### src/rtl/uart_pkg.sv
// Shared UART definitions for the receive and transmit shifters.
//   PAR_*              : parity_type encodings (2'b11 behaves as no parity)
//   rx_state_e         : receiver state encoding
//   OVERSAMPLE_DEFAULT : default baud ticks per bit
package uart_pkg;

  localparam logic [1:0] PAR_NONE = 2'b00;
  localparam logic [1:0] PAR_ODD  = 2'b01;
  localparam logic [1:0] PAR_EVEN = 2'b10;

  localparam int unsigned OVERSAMPLE_DEFAULT = 16;

  typedef enum logic [2:0] {
    RX_IDLE,
    RX_START,
    RX_DATA,
    RX_PARITY,
    RX_STOP,
    RX_DONE
  } rx_state_e;

endpackage

### src/rtl/uart_sipo_if.sv
// Receiver line/config/result bundle.
//   data_in, parity_type, stop_bits, data_length : line and frame config
//   data_out, rx_active, rx_done, parity_error, stop_error : results
// master drives the line and config; slave is the receiver.
interface uart_sipo_if;
  logic       data_in;
  logic [1:0] parity_type;
  logic       stop_bits;
  logic       data_length;
  logic [7:0] data_out;
  logic       rx_active;
  logic       rx_done;
  logic       parity_error;
  logic       stop_error;

  modport master (
    output data_in, parity_type, stop_bits, data_length,
    input  data_out, rx_active, rx_done, parity_error, stop_error
  );

  modport slave (
    input  data_in, parity_type, stop_bits, data_length,
    output data_out, rx_active, rx_done, parity_error, stop_error
  );
endinterface

### src/rtl/uart_rx_sync.sv
// Two-flop synchronizer for an asynchronous line input, reset to 1 (idle).
//   clk      : destination clock
//   rst      : asynchronous active-high reset
//   async_in : raw asynchronous input
//   sync_out : synchronized output, two cycles of latency
module uart_rx_sync (
  input  logic clk,
  input  logic rst,
  input  logic async_in,
  output logic sync_out
);

  logic meta_q, meta_d;
  logic sync_q, sync_d;

  always_comb begin
    meta_d = async_in;
    sync_d = meta_q;
  end

  always_ff @(posedge clk or posedge rst) begin
    if (rst) begin
      meta_q <= 1'b1;
      sync_q <= 1'b1;
    end else begin
      meta_q <= meta_d;
      sync_q <= sync_d;
    end
  end

  assign sync_out = sync_q;

endmodule

### src/rtl/uart_sipo.sv
// Serial-in/parallel-out UART receiver: start, 7/8 data bits MSB first,
// optional parity, 1/2 stop bits, sampled mid-bit on an oversampled tick.
//   baud_out : sole clock, OVERSAMPLE x bit rate
//   rst      : asynchronous active-high reset
//   rx       : line/config inputs and received word/status outputs
module uart_sipo
  import uart_pkg::*;
#(
  parameter int unsigned OVERSAMPLE = OVERSAMPLE_DEFAULT
) (
  input  logic        baud_out,
  input  logic        rst,
  uart_sipo_if.slave  rx
);

  localparam int unsigned TW = $clog2(OVERSAMPLE);
  localparam logic [TW-1:0] HALF_TICK = TW'(OVERSAMPLE / 2 - 1);
  localparam logic [TW-1:0] FULL_TICK = TW'(OVERSAMPLE - 1);

  logic rxs;

  uart_rx_sync u_sync (
    .clk      (baud_out),
    .rst      (rst),
    .async_in (rx.data_in),
    .sync_out (rxs)
  );

  rx_state_e     state_q, state_d;
  logic [TW-1:0] tick_q, tick_d;
  logic [3:0]    bit_q, bit_d;
  logic [7:0]    shift_q, shift_d;
  logic          par_acc_q, par_acc_d;
  logic [1:0]    cfg_par_q, cfg_par_d;
  logic          cfg_stop_q, cfg_stop_d;
  logic          cfg_len_q, cfg_len_d;
  logic          armed_q, armed_d;
  logic [7:0]    data_out_q, data_out_d;
  logic          rx_active_q, rx_active_d;
  logic          rx_done_q, rx_done_d;
  logic          perr_q, perr_d;
  logic          serr_q, serr_d;

  logic par_en;
  assign par_en = (cfg_par_q == PAR_ODD) || (cfg_par_q == PAR_EVEN);

  always_comb begin
    state_d     = state_q;
    tick_d      = tick_q;
    bit_d       = bit_q;
    shift_d     = shift_q;
    par_acc_d   = par_acc_q;
    cfg_par_d   = cfg_par_q;
    cfg_stop_d  = cfg_stop_q;
    cfg_len_d   = cfg_len_q;
    armed_d     = armed_q | rxs;
    data_out_d  = data_out_q;
    rx_active_d = rx_active_q;
    rx_done_d   = 1'b0;
    perr_d      = perr_q;
    serr_d      = serr_q;

    unique case (state_q)
      // armed_q stands in for the previous-sample edge detector: it remembers
      // that the line has been high since the last frame, so a fall landing in
      // the DONE cycle is still seen, and a line held low never retriggers.
      RX_IDLE: begin
        if (!rxs && armed_q) begin
          state_d    = RX_START;
          tick_d     = '0;
          armed_d    = 1'b0;
          cfg_par_d  = rx.parity_type;
          cfg_stop_d = rx.stop_bits;
          cfg_len_d  = rx.data_length;
        end
      end
      RX_START: begin
        if (tick_q == HALF_TICK) begin
          tick_d = '0;
          if (!rxs) begin
            state_d     = RX_DATA;
            rx_active_d = 1'b1;
            perr_d      = 1'b0;
            serr_d      = 1'b0;
            shift_d     = '0;
            par_acc_d   = 1'b0;
            bit_d       = '0;
          end else begin
            state_d = RX_IDLE;
          end
        end else begin
          tick_d = tick_q + 1'b1;
        end
      end
      RX_DATA: begin
        if (tick_q == FULL_TICK) begin
          tick_d    = '0;
          shift_d   = {shift_q[6:0], rxs};
          par_acc_d = par_acc_q ^ rxs;
          if (bit_q == (cfg_len_q ? 4'd7 : 4'd6)) begin
            bit_d   = '0;
            state_d = par_en ? RX_PARITY : RX_STOP;
          end else begin
            bit_d = bit_q + 1'b1;
          end
        end else begin
          tick_d = tick_q + 1'b1;
        end
      end
      RX_PARITY: begin
        if (tick_q == FULL_TICK) begin
          tick_d  = '0;
          bit_d   = '0;
          state_d = RX_STOP;
          perr_d  = (cfg_par_q == PAR_ODD) ? ~(par_acc_q ^ rxs) : (par_acc_q ^ rxs);
        end else begin
          tick_d = tick_q + 1'b1;
        end
      end
      RX_STOP: begin
        if (tick_q == FULL_TICK) begin
          tick_d = '0;
          if (!rxs) serr_d = 1'b1;
          if (bit_q == {3'b000, cfg_stop_q}) begin
            // Results are registered here so they are visible in the DONE cycle.
            state_d     = RX_DONE;
            data_out_d  = shift_q;
            rx_done_d   = 1'b1;
            rx_active_d = 1'b0;
            armed_d     = rxs;
          end else begin
            bit_d = bit_q + 1'b1;
          end
        end else begin
          tick_d = tick_q + 1'b1;
        end
      end
      RX_DONE: begin
        state_d = RX_IDLE;
      end
      default: begin
        state_d = RX_IDLE;
      end
    endcase
  end

  always_ff @(posedge baud_out or posedge rst) begin
    if (rst) begin
      state_q     <= RX_IDLE;
      tick_q      <= '0;
      bit_q       <= '0;
      shift_q     <= '0;
      par_acc_q   <= 1'b0;
      cfg_par_q   <= PAR_NONE;
      cfg_stop_q  <= 1'b0;
      cfg_len_q   <= 1'b0;
      armed_q     <= 1'b0;
      data_out_q  <= '0;
      rx_active_q <= 1'b0;
      rx_done_q   <= 1'b0;
      perr_q      <= 1'b0;
      serr_q      <= 1'b0;
    end else begin
      state_q     <= state_d;
      tick_q      <= tick_d;
      bit_q       <= bit_d;
      shift_q     <= shift_d;
      par_acc_q   <= par_acc_d;
      cfg_par_q   <= cfg_par_d;
      cfg_stop_q  <= cfg_stop_d;
      cfg_len_q   <= cfg_len_d;
      armed_q     <= armed_d;
      data_out_q  <= data_out_d;
      rx_active_q <= rx_active_d;
      rx_done_q   <= rx_done_d;
      perr_q      <= perr_d;
      serr_q      <= serr_d;
    end
  end

  assign rx.data_out     = data_out_q;
  assign rx.rx_active    = rx_active_q;
  assign rx.rx_done      = rx_done_q;
  assign rx.parity_error = perr_q;
  assign rx.stop_error   = serr_q;

endmodule

### src/flat_wrapper.sv
// flat-port wrapper written by rule: the top's interface ports become plain ports
module uart_sipo_flat import uart_pkg::*;
#(
  parameter int unsigned OVERSAMPLE = OVERSAMPLE_DEFAULT
)
  (baud_out, rst, rx_data_in, rx_parity_type, rx_stop_bits, rx_data_length, rx_data_out, rx_rx_active, rx_rx_done, rx_parity_error, rx_stop_error);
  uart_sipo_if rx_i ();
  input  logic baud_out;
  input  logic rst;
  input wire logic [$bits(rx_i.data_in)-1:0] rx_data_in;
  input wire logic [$bits(rx_i.parity_type)-1:0] rx_parity_type;
  input wire logic [$bits(rx_i.stop_bits)-1:0] rx_stop_bits;
  input wire logic [$bits(rx_i.data_length)-1:0] rx_data_length;
  output wire logic [$bits(rx_i.data_out)-1:0] rx_data_out;
  output wire logic [$bits(rx_i.rx_active)-1:0] rx_rx_active;
  output wire logic [$bits(rx_i.rx_done)-1:0] rx_rx_done;
  output wire logic [$bits(rx_i.parity_error)-1:0] rx_parity_error;
  output wire logic [$bits(rx_i.stop_error)-1:0] rx_stop_error;
  assign rx_i.data_in = rx_data_in;
  assign rx_i.parity_type = rx_parity_type;
  assign rx_i.stop_bits = rx_stop_bits;
  assign rx_i.data_length = rx_data_length;
  assign rx_data_out = rx_i.data_out;
  assign rx_rx_active = rx_i.rx_active;
  assign rx_rx_done = rx_i.rx_done;
  assign rx_parity_error = rx_i.parity_error;
  assign rx_stop_error = rx_i.stop_error;
  uart_sipo #(.OVERSAMPLE(OVERSAMPLE)) u_core (.baud_out(baud_out), .rst(rst), .rx(rx_i));
endmodule
### config.mk
export PLATFORM = sky130hd
export DESIGN_NAME = uart_sipo_flat
export DESIGN_NICKNAME = d
export VERILOG_FILES = /design/src/rtl/uart_pkg.sv /design/src/rtl/uart_sipo_if.sv /design/src/rtl/uart_rx_sync.sv /design/src/rtl/uart_sipo.sv /design/src/flat_wrapper.sv
export SDC_FILE = /design/constraint.sdc
export NUM_CORES = 1
export LEC_CHECK = 0
export ABC_AREA = 1
export BUFFER_PORTS_ARGS = -buffer_cell sky130_fd_sc_hd__buf_2
export CAP_MARGIN = 20
export CORE_MARGIN = 4
export CORE_UTILIZATION = 35
export CTS_BUF_LIST = sky130_fd_sc_hd__clkbuf_16
export DETAILED_ROUTE_END_ITERATION = 10
export GPL_TIMING_DRIVEN = 0
export PLACE_DENSITY = 0.64
export SYNTH_ARGS = -nofsm -noshare
export SYNTH_HDL_FRONTEND = slang
export SYNTH_SLANG_ARGS = --single-unit
### constraint.sdc
create_clock -name baud_out -period 1.4 [get_ports baud_out]
set_clock_uncertainty 0.1 [all_clocks]
set_input_delay 0.07 -clock baud_out [delete_from_list [all_inputs] [get_ports baud_out]]
set_output_delay 0.07 -clock baud_out [all_outputs]
set_load 0.1 [all_outputs]
==> results by group, run 1 <==
Layout
  – Layout filler cell count: 493
  – Area added between synthesis and finish: 50.7%
  – Share of layout cells above drive strength 1: 48.7%
  – Antenna diode count: 0
  – # nets final: 319

Timing
  – Setup ws final: -0.110 ns
  – Fin. Hold Viols: 0
  – Fmax: 0.662 GHz
  – Fin Hold WS: 0.256 ns
  – Final worst-path cycle share: 108%
  – Final setup viols: 27
  – Transition time at the pin with the least slew margin: 0.809 ns
  – Worst rel slew slack: 46.0%
  – Max Slew Vio Count: 0
  – RSZ-0062 raised after global routing: yes
  – Min Clock Period, post-route: 1.51 ns

Clocking
  – CTS tree: built
  – Root Buffer: clkbuf_16
  – Clk sink count: 39
  – Clock latency at the later pin of the worst-skew pair: 0.28 ns
  – H-tree Lvls: 2
  – Worst-path clk slew: 0.05 ns
  – CTS buffer count: 5
  – Clock Path Buffers: 2

GRT
  – First-pass GRT wire length: 7910 um
  – Largest net degree at the start of global routing: 40
  – Total GRT Usage: 13.7%
  – Initial antenna violation count: 0
  – Vias in the first global route: 1664
  – Grt total ovfl: 0

Synthesis
  – Synthesized area per cell: 8.13 um^2
  – Yosys Warn Count: 0
  – Seq/Total Area, Yosys: 47.7%
  – Flops & latches, synth: 39
  – Post-synth EDFFs: 0
  – Area leader, netlist: dfrtp_1
  – Mapped cell area: 2050 um^2
  – Distinct cell type count after synthesis: 30
  – Post-synth top cells: nand2_1, dfrtp_1, inv_1
  – Cell count after synthesis: 252
  – Syn Nets: 262
  – Post-synth top area share: 45.2%
  – Synth area leaders: dfrtp_1, nand2_1, o21ai_2
  – Count leader, synth: nand2_1
  – Ys async rst share: 100%
  – Post-synth top flop: dfrtp_1

Routing
  – DRC violations left: 0
  – ANT nets after route: 0
  – Final WL: 5180 um
  – DR pass1 iterations: 4
  – Via Count: 1818
  – Initial drt markers: 90
  – Avg Vias per Cell: 4.76
  – Routed length per instance: 13.6 um

Outcome
  – Status: finished with violations
  – Failing checks: negative setup slack

Placed design
  – Port-buffer cells: 18
  – DP Wirelength: 2960 um
  – Routability cong.: 0.872

Pwr
  – Clock share of power: 23.2%
  – Comb pwr share: 50.4%
  – Switching power total: 2.67 mW
  – Sw frac: 42.8%
  – Seq pwr share: 26.4%
  – Pint: 3.57 mW
  – Leak: 1.48 nW
  – Worst VDD drop: 1.41 mV
  – Pwr dens: 2020 nW/um^2
  – Total Power: 6.24 mW

Critical path
  – CP Launch Type: flop
  – CP startpoint: u_core.state_q[2]
  – Critical path required time: 1.46 ns
  – Crit end category: flop
  – Slowest CP cell: dfrtp_2
  – Slowest stage delay, CP: 0.46 ns
  – Crit-path max FO: 9
  – Setup Crit Path Kind: reg -> reg
  – CP Data Arrival Time: 1.57 ns
  – Buffers & Inverters on Critical Path: 2
  – Critical path's top delay family: flip-flops
  – Worst r2r src: u_core.state_q[2]
  – Worst-path cell chain: buf_4 > nor2_2 > o21ai_4 > nand2_4 > inv_8 > nand2_8 > o21ai_2

Run
  – Number of max-cap violations: 0

Floorplan
  – FP Rows: 27
  – Core area: 5610 um^2
  – Die area: 7140 um^2
  – Initial Util: 36.5%
  – DIE HEIGHT: 84.5 um
  – I/O pin cnt: 19
  – Die X: 84.5 um

Worst hold path
  – Hold_sp: u_core.u_sync.meta_q
  – Worst Hold Class: reg -> reg
==> timing repair <==
action	in CTS	in global routing
hold endpoints to repair	42	0
resized for setup	33	70
cloned	2	0
endpoints found under the setup margin	30	36
pin swaps	14	24
buffers inserted	15	10
hold buffers	6	0
==> area by class of cell <==
type / instances / area (um^2) / area share (%)
Buffer: 2 / 26.3 / 0.851
Clock buffer: 5 / 125 / 4.05
Clock inverter: 3 / 63.8 / 2.07
Inverter: 31 / 139 / 4.50
Multi-Input combinational cell: 180 / 1250 / 40.6
Sequential cell: 39 / 987 / 32.0
Tap cell: 72 / 90.1 / 2.92
Timing Repair Buffer: 50 / 404 / 13.1
==> through the flow <==
step           TNS, ns  cell area, um^2  util, %  worst slack, ns  instances
4_1_cts          -2.06             2750     49.1           -0.109        372
6_report         -2.19             3090     55.1           -0.110        382
3_5_place_dp     -3.19             2260     40.3           -0.162        342
5_1_grt          -4.85             3090     55.1           -0.186        382
3_3_place_gp    -11.10             2260     40.3           -0.226        342
2_1_floorplan        0             2080        -          0.00145        252
==> flip-flops by register name, indices dropped and copies added, names as in the netlist, 2 cells and up <==
| name | cells |
|---|---|
| u_core.bit_q | 4 |
| u_core.cfg_par_q | 2 |
| u_core.rx.data_out | 8 |
| u_core.shift_q | 8 |
| u_core.state_q | 3 |
| u_core.tick_q | 4 |
==> cells in the final DEF (no fill, tap or decap), types with 2 or more instances in the layout <==
| cell type | count |
|---|---|
| buf_2 | 18 |
| nand2_2 | 23 |
| nand2_4 | 10 |
| inv_2 | 3 |
| nand3_1 | 12 |
| buf_4 | 17 |
| nand2_1 | 54 |
| dfrtp_1 | 30 |
| nor2_4 | 12 |
| clkbuf_16 | 5 |
| inv_4 | 4 |
| inv_1 | 23 |
| o21ai_2 | 13 |
| bufinv_16 | 2 |
| nor2_2 | 5 |
| a21oi_2 | 3 |
| o21ai_1 | 5 |
| dfrtp_2 | 7 |
| dlygate4sd3_1 | 6 |
| o21ai_0 | 2 |
| nor2_1 | 9 |
| buf_6 | 8 |
| nand3_2 | 3 |
| nand3_4 | 6 |
| xor2_1 | 3 |
| ha_1 | 2 |
| dfstp_2 | 2 |
| a21oi_1 | 6 |
| nand2_8 | 2 |
==> power by group through the flow <==
stage               combinational [mW]  clock [mW]  sequential (mW)
CTS                               2.33        1.46             1.60
global placement                  1.95           0             1.60
floorplan                         1.49           0             1.70
global route                      3.42        1.51             1.69
detailed placement                1.98           0             1.61
finish                            3.15        1.45             1.65
==> per-layer routing <==
metal	track usage [%]	up-vias	part of all wire, %
li1	-	921	-
met1	19.2	854	45
met2	20.9	34	50
met3	3.14	9	4.0
met4	4.32	0	1.4
met5	0	-	0
==> worst reg2reg max path, stage by stage (launching register included) <==
cell	delay, ns
dfrtp_2	0.46
buf_4	0.16
nor2_2	0.22
o21ai_4	0.10
nand2_4	0.12
inv_8	0.06
nand2_8	0.11
o21ai_2	0.06
==> final timing paths <==
kind | to | slack (ns) | cells past startpoint
setup reg to reg | u_core.par_acc_q | -0.11 | 7
min in group asynchronous | u_core.rx.data_out[2] | 0.40 | 3
setup / recovery | u_core.par_acc_q | -0.11 | 7
hold reg to reg | u_core.u_sync.sync_out | 0.26 | 0
max in group asynchronous | u_core.bit_q[1] | 0.23 | 3
hold / removal | u_core.u_sync.sync_out | 0.26 | 0
==> cell families after synthesis <==
group | Yosys count | synth area share (%)
adders and majority gates | 3 | 1.83
xor gates and xnor gates | 4 | 1.71
DFF | 39 | 47.7
muxes | 1 | 0.549
AOI/OAI and AO/OA | 34 | 11.0
and+or+nand+nor | 137 | 30.5
buffers and inverters | 34 | 6.71
(Power assumes the default switching activity.)
==> run 2, diff against run 1 <==
--- a/config.mk
+++ b/config.mk
@@ -5,15 +5,15 @@
 export SDC_FILE = /design/constraint.sdc
 export NUM_CORES = 1
 export LEC_CHECK = 0
-export ABC_AREA = 1
 export BUFFER_PORTS_ARGS = -buffer_cell sky130_fd_sc_hd__buf_2
 export CAP_MARGIN = 20
 export CORE_MARGIN = 4
-export CORE_UTILIZATION = 35
+export CORE_UTILIZATION = 50
 export CTS_BUF_LIST = sky130_fd_sc_hd__clkbuf_16
 export DETAILED_ROUTE_END_ITERATION = 10
+export GPL_ROUTABILITY_DRIVEN = 0
 export GPL_TIMING_DRIVEN = 0
-export PLACE_DENSITY = 0.64
+export PLACE_DENSITY = 0.82
 export SYNTH_ARGS = -nofsm -noshare
 export SYNTH_HDL_FRONTEND = slang
 export SYNTH_SLANG_ARGS = --single-unit
==> results by group, run 2 <==
Layout
  – Combined area of the multi-input logic cells: 1180 um^2
  – Antenna diode count: 0
  – Post-Layout Cell Count: 282
  – Most common cell after layout, fill and taps aside: dfrtp_1
  – Utilization after layout: 82.6%
  – Share of layout cells above drive strength 1: 56.4%
  – Register Area: 978 um^2
  – # nets final: 243
  – Area added between synthesis and finish: 58.2%
  – Layout filler cell count: 178
  – Most frequent cells in the layout: dfrtp_1, buf_6, buf_2

Synthesis
  – Count leader, synth: dfrtp_1
  – Flops & latches, synth: 39
  – Syn Nets: 177
  – Post-synth top area share: 48.1%
  – Yosys Warn Count: 0
  – Synth area leaders: dfrtp_1, mux2_4, a22o_1
  – Distinct cell type count after synthesis: 49
  – Post-synth top flop: dfrtp_1
  – Synthesized area per cell: 11.5 um^2
  – Post-synth EDFFs: 0
  – Area leader, netlist: dfrtp_1
  – Cell count after synthesis: 167
  – Post-synth top cells: dfrtp_1, a22o_1, inv_1
  – Seq/Total Area, Yosys: 50.8%
  – Ys async rst share: 100%
  – Mapped cell area: 1930 um^2

Floorplan
  – Initial Util: 52.2%
  – Die X: 70.1 um
  – I/O pin cnt: 19
  – Die area: 4910 um^2
  – FP Rows: 22
  – Core area: 3690 um^2
  – DIE HEIGHT: 70.1 um

GRT
  – Met1 track demand over resource: 26.7%
  – GRT met3 Usage: 6.76%
  – Grt total ovfl: 0
  – Most used routing layer: met2
  – Initial antenna violation count: 0
  – Largest net degree at the start of global routing: 40
  – Total GRT Usage: 24.1%
  – First-pass GRT wire length: 9070 um
  – Global Route met2 Usage: 42.5%
  – Vias in the first global route: 1807

Critical path
  – Crit-path max FO: 5
  – Buffers & Inverters on Critical Path: 1
  – Slowest stage delay, CP: 0.41 ns
  – Critical path depth: 5
  – Critical path's top delay family: simple AND/OR/NAND/NOR gates
  – Top cell by count, worst path: or3_4
  – Reg2reg end: u_core.rx.data_out[1]
  – R2r worst-path depth: 5
  – Crit end category: flop
  – Worst-path cell chain: or3_4 > or3_4 > or3b_4 > buf_6 > mux2_4
  – CP Launch Type: flop
  – Slowest CP cell: or3b_4
  – Setup Crit Path Kind: reg -> reg
  – CP Data Arrival Time: 2.26 ns
  – Reg2reg setup slack: -0.79 ns
  – Worst r2r src: u_core.bit_q[3]
  – Critical path required time: 1.47 ns

Clocking
  – CTS buffer count: 5
  – Worst-path clk slew: 0.06 ns
  – H-tree Lvls: 2
  – CTS tree: built
  – Clk sink count: 39
  – Clock latency at the later pin of the worst-skew pair: 0.28 ns
  – Clock Path Buffers: 2
  – Root Buffer: clkbuf_16

Timing
  – Transition time at the pin with the least slew margin: 0.804 ns
  – Fin. Hold Viols: 0
  – Worst rel slew slack: 46.3%
  – Max Slew Vio Count: 0
  – Final setup viols: 37
  – RSZ-0062 raised after global routing: yes
  – Fin Hold WS: 0.261 ns
  – Final worst-path cycle share: 156%
  – Fmax: 0.457 GHz
  – Setup ws final: -0.790 ns
  – Min Clock Period, post-route: 2.19 ns

Pwr
  – Comb pwr share: 47.1%
  – Total Power: 5.50 mW
  – Clock share of power: 26.3%
  – Seq pwr share: 26.6%
  – Worst VDD drop: 1.13 mV
  – Switching power total: 1.92 mW
  – Pwr dens: 1800 nW/um^2
  – Pint: 3.58 mW
  – Leak: 1.46 nW
  – Sw frac: 35.0%

Placed design
  – DP Wirelength: 2840 um
  – Placed cells: 233
  – Port-buffer cells: 18
  – Pre-CTS setup slack: -0.823 ns

Routing
  – Initial drt markers: 143
  – Avg Vias per Cell: 6.07
  – Via Count: 1713
  – DR pass1 iterations: 4
  – Final WL: 6300 um
  – DRC violations left: 0
  – Routed length per instance: 22.3 um
  – ANT nets after route: 0

Outcome
  – Failing checks: negative setup slack
  – Status: finished with violations

Worst hold path
  – Worst Hold Class: reg -> reg
  – Hold_sp: u_core.u_sync.meta_q
  – WHS Endpoint: u_core.u_sync.sync_out
  – Hold Path Depth: 0

Run
  – Number of max-cap violations: 0
[run 2: power groups by stage]
stage | combinational (mW) | clock [mW] | sequential, mW
2_1_floorplan | 1.10 | 0 | 1.56
3_3_place_gp | 1.42 | 0 | 1.44
3_5_place_dp | 1.48 | 0 | 1.45
4_1_cts | 2.04 | 1.46 | 1.44
5_1_grt | 2.74 | 1.52 | 1.47
6_report | 2.59 | 1.45 | 1.46
[run 2: kinds of logic (layout without fill, tap and decap cells)]
family | after synthesis | count (layout) | share of synthesized area [%]
AOI/OAI and AO/OA | 39 | 39 | 15.6
xor gates and xnor gates | 6 | 6 | 2.73
adders and majority gates | 3 | 3 | 1.95
buffers and inverters | 20 | 87 | 4.48
DFF | 39 | 39 | 50.8
muxes | 16 | 16 | 10.8
and+or+nand+nor | 44 | 44 | 13.6
[run 2: layout make-up]
| type | instances | area share, % |
|---|---|---|
| multi-input combinational | 108 | 38.7 |
| clock buffer | 5 | 4.11 |
| clock inverter | 3 | 2.09 |
| sequential | 39 | 32.1 |
| timing repair buffer | 60 | 16.4 |
| buffer | 9 | 3.41 |
| tap | 48 | 1.97 |
| inverter | 10 | 1.23 |
[run 2: timing repair]
action / in CTS / in global routing
hold buffers: 6 / 0
setup buffers: 20 / 15
endpoints found under the hold margin: 42 / 0
pin swaps: 16 / 18
resized for setup: 48 / 26
gates cloned: 2 / 0
setup endpoints to repair: 37 / 37
[run 2: routing by layer]
metal	routed length, um	share of wire [%]
met3	462	7.3
met2	3290	52
met1	2320	37
met5	0	0
met4	226	3.6
[run 2: worst register-to-register path, cell delays in order (launching register included)]
cell and delay (ns):
dfrtp_1 0.38, or3_4 0.39, or3_4 0.34, or3b_4 0.41, buf_6 0.16, mux2_4 0.29
[run 2: worst max path at each step]
stage | end | from | slack [ns]
3_5_place_dp | u_core.rx.data_out[1] | u_core.bit_q[1] | -0.82
4_1_cts | u_core.rx.data_out[1] | u_core.bit_q[3] | -0.78
6_report | u_core.rx.data_out[1] | u_core.bit_q[3] | -0.79
2_1_floorplan | u_core.rx.data_out[0] | u_core.bit_q[3] | -0.72
3_3_place_gp | u_core.rx.data_out[7] | u_core.bit_q[1] | -0.77
5_1_grt | u_core.rx.data_out[1] | u_core.bit_q[3] | -0.81
[run 2: per-stage QoR]
step | instance area [um^2] | setup TNS (ns)
after global placement | 2220 | -15.82
after CTS | 2870 | -13.82
final | 3050 | -15.61
after floorplan | 2070 | -8.84
after global routing | 3050 | -17.16
after detailed placement | 2220 | -13.53
==> run 3, diff against run 2 <==
--- a/config.mk
+++ b/config.mk
@@ -5,7 +5,7 @@
 export SDC_FILE = /design/constraint.sdc
 export NUM_CORES = 1
 export LEC_CHECK = 0
-export BUFFER_PORTS_ARGS = -buffer_cell sky130_fd_sc_hd__buf_2
+export BUFFER_PORTS_ARGS = -buffer_cell sky130_fd_sc_hd__clkbuf_2
 export CAP_MARGIN = 20
 export CORE_MARGIN = 4
 export CORE_UTILIZATION = 50
==> results by group, run 3 (synthesized netlist as in run 2, its figures left out) <==
Worst hold path
  – WHS Endpoint: u_core.u_sync.sync_out
  – Worst Hold Class: reg -> reg
  – Hold_sp: u_core.u_sync.meta_q
  – Hold Path Depth: 0

Routing
  – Final WL: 5760 um
  – Avg Vias per Cell: 5.97
  – ANT nets after route: 0
  – DR pass1 iterations: 4
  – DRC violations left: 0
  – Via Count: 1641
  – Routed length per instance: 20.9 um
  – Initial drt markers: 135

Critical path
  – Slowest CP cell: or3_4
  – CP Launch Type: flop
  – Worst r2r src: u_core.bit_q[3]
  – Reg2reg setup slack: -0.80 ns
  – Slowest stage delay, CP: 0.40 ns
  – Reg2reg end: u_core.rx.data_out[0]
  – Buffers & Inverters on Critical Path: 1
  – Top cell by count, worst path: or3_4
  – Setup Crit Path Kind: reg -> reg
  – Crit end category: flop
  – Worst-path cell chain: or3_4 > or3_4 > or3b_4 > buf_6 > mux2_4
  – Crit-path max FO: 5
  – Critical path's top delay family: simple AND/OR/NAND/NOR gates
  – R2r worst-path depth: 5
  – CP Data Arrival Time: 2.26 ns
  – Critical path required time: 1.47 ns

Timing
  – Worst rel slew slack: 46.7%
  – Final worst-path cycle share: 157%
  – Min Clock Period, post-route: 2.20 ns
  – Max Slew Vio Count: 0
  – Final setup viols: 37
  – Transition time at the pin with the least slew margin: 0.799 ns
  – Setup ws final: -0.795 ns
  – Fin Hold WS: 0.255 ns
  – Fmax: 0.456 GHz
  – Fin. Hold Viols: 0
  – RSZ-0062 raised after global routing: yes

Clocking
  – Worst-path clk slew: 0.06 ns
  – H-tree Lvls: 2
  – Clock Path Buffers: 2
  – CTS buffer count: 5
  – Clock latency at the later pin of the worst-skew pair: 0.28 ns
  – Root Buffer: clkbuf_16
  – Clk sink count: 39
  – CTS tree: built

GRT
  – Largest net degree at the start of global routing: 40
  – First-pass GRT wire length: 8650 um
  – Initial antenna violation count: 0
  – Grt total ovfl: 0
  – Total GRT Usage: 22.3%
  – Vias in the first global route: 1775

Layout
  – Antenna diode count: 0
  – # nets final: 236
  – Most common cell after layout, fill and taps aside: dfrtp_1
  – Share of layout cells above drive strength 1: 52.4%
  – Area added between synthesis and finish: 51.6%
  – Utilization after layout: 79.2%
  – Most frequent cells in the layout: dfrtp_1, buf_4, clkbuf_2

Floorplan
  – DIE HEIGHT: 70.1 um
  – Die X: 70.1 um
  – Initial Util: 52.2%
  – FP Rows: 22
  – I/O pin cnt: 19
  – Die area: 4910 um^2
  – Core area: 3690 um^2

Outcome
  – Failing checks: negative setup slack
  – Status: finished with violations

Pwr
  – Leak: 1.37 nW
  – Worst VDD drop: 0.969 mV
  – Pwr dens: 1800 nW/um^2

Placed design
  – DP Wirelength: 2760 um
  – Pre-CTS setup slack: -0.800 ns
  – Port-buffer cells: 18

Run
  – Number of max-cap violations: 0
[run 3: changes by cell type in the layout (fill, tap and decap cells not counted), sizes merged]
cell,previous run,this run
buf,60,33
inv,11,10
bufinv,2,1
clkinv,0,2
clkbuf,8,28
[run 3: per-layer routing]
layer,track usage (%),vias to the layer above,routed length [um]
met5,0,-,0
met4,10.6,0,184
met3,5.32,17,260
met2,40.2,48,2910
met1,24.4,842,2410
li1,-,734,-
[run 3: layout make-up]
class	instances	area [um^2]
inverters	10	37.5
multi-input cells	108	1140
clock buffers	5	125
well taps	48	60.1
repair buffers	53	418
fillers	201	768
flip-flops and latches	39	980
clock inverters	3	38.8
plain buffers	9	118
[run 3: where the power goes]
| group | internal, mW | total (mW) | leakage [nW] | switching, mW |
|---|---|---|---|---|
| Clock | 0.830 | 1.26 | 0.0812 | 0.428 |
| Combinational | 1.27 | 2.53 | 0.775 | 1.26 |
| Sequential | 1.31 | 1.46 | 0.516 | 0.151 |
| Total | 3.41 | 5.25 | 1.37 | 1.84 |
[run 3: worst max-delay path by stage]
stage / startpoint / end / cells after the start
floorplan: u_core.bit_q[3] / u_core.rx.data_out[0] / 5
global placement: u_core.bit_q[1] / u_core.rx.data_out[7] / 5
detailed placement: u_core.bit_q[3] / u_core.rx.data_out[0] / 5
CTS: u_core.bit_q[3] / u_core.rx.data_out[5] / 5
global route: u_core.bit_q[3] / u_core.rx.data_out[0] / 5
finish: u_core.bit_q[3] / u_core.rx.data_out[0] / 5
[run 3: per-stage QoR]
step / setup TNS, ns / instances / power, mW / instance area, um^2
after global routing: -16.73 / 275 / 5.47 / 2920
after detailed placement: -13.07 / 233 / 2.92 / 2220
after global placement: -15.26 / 233 / 2.86 / 2220
after CTS: -13.17 / 263 / 4.68 / 2710
after floorplan: -8.84 / 167 / 2.65 / 2070
final: -15.20 / 275 / 5.25 / 2920
[run 3: timing repair]
item | 4_1_cts | 5_1_grt
cloned | 2 | 1
resized for setup | 31 | 23
hold buffers | 6 | 0
endpoints found under the setup margin | 37 | 37
pin swaps | 11 | 12
buffers inserted | 15 | 12
hold endpoints to repair | 42 | 0
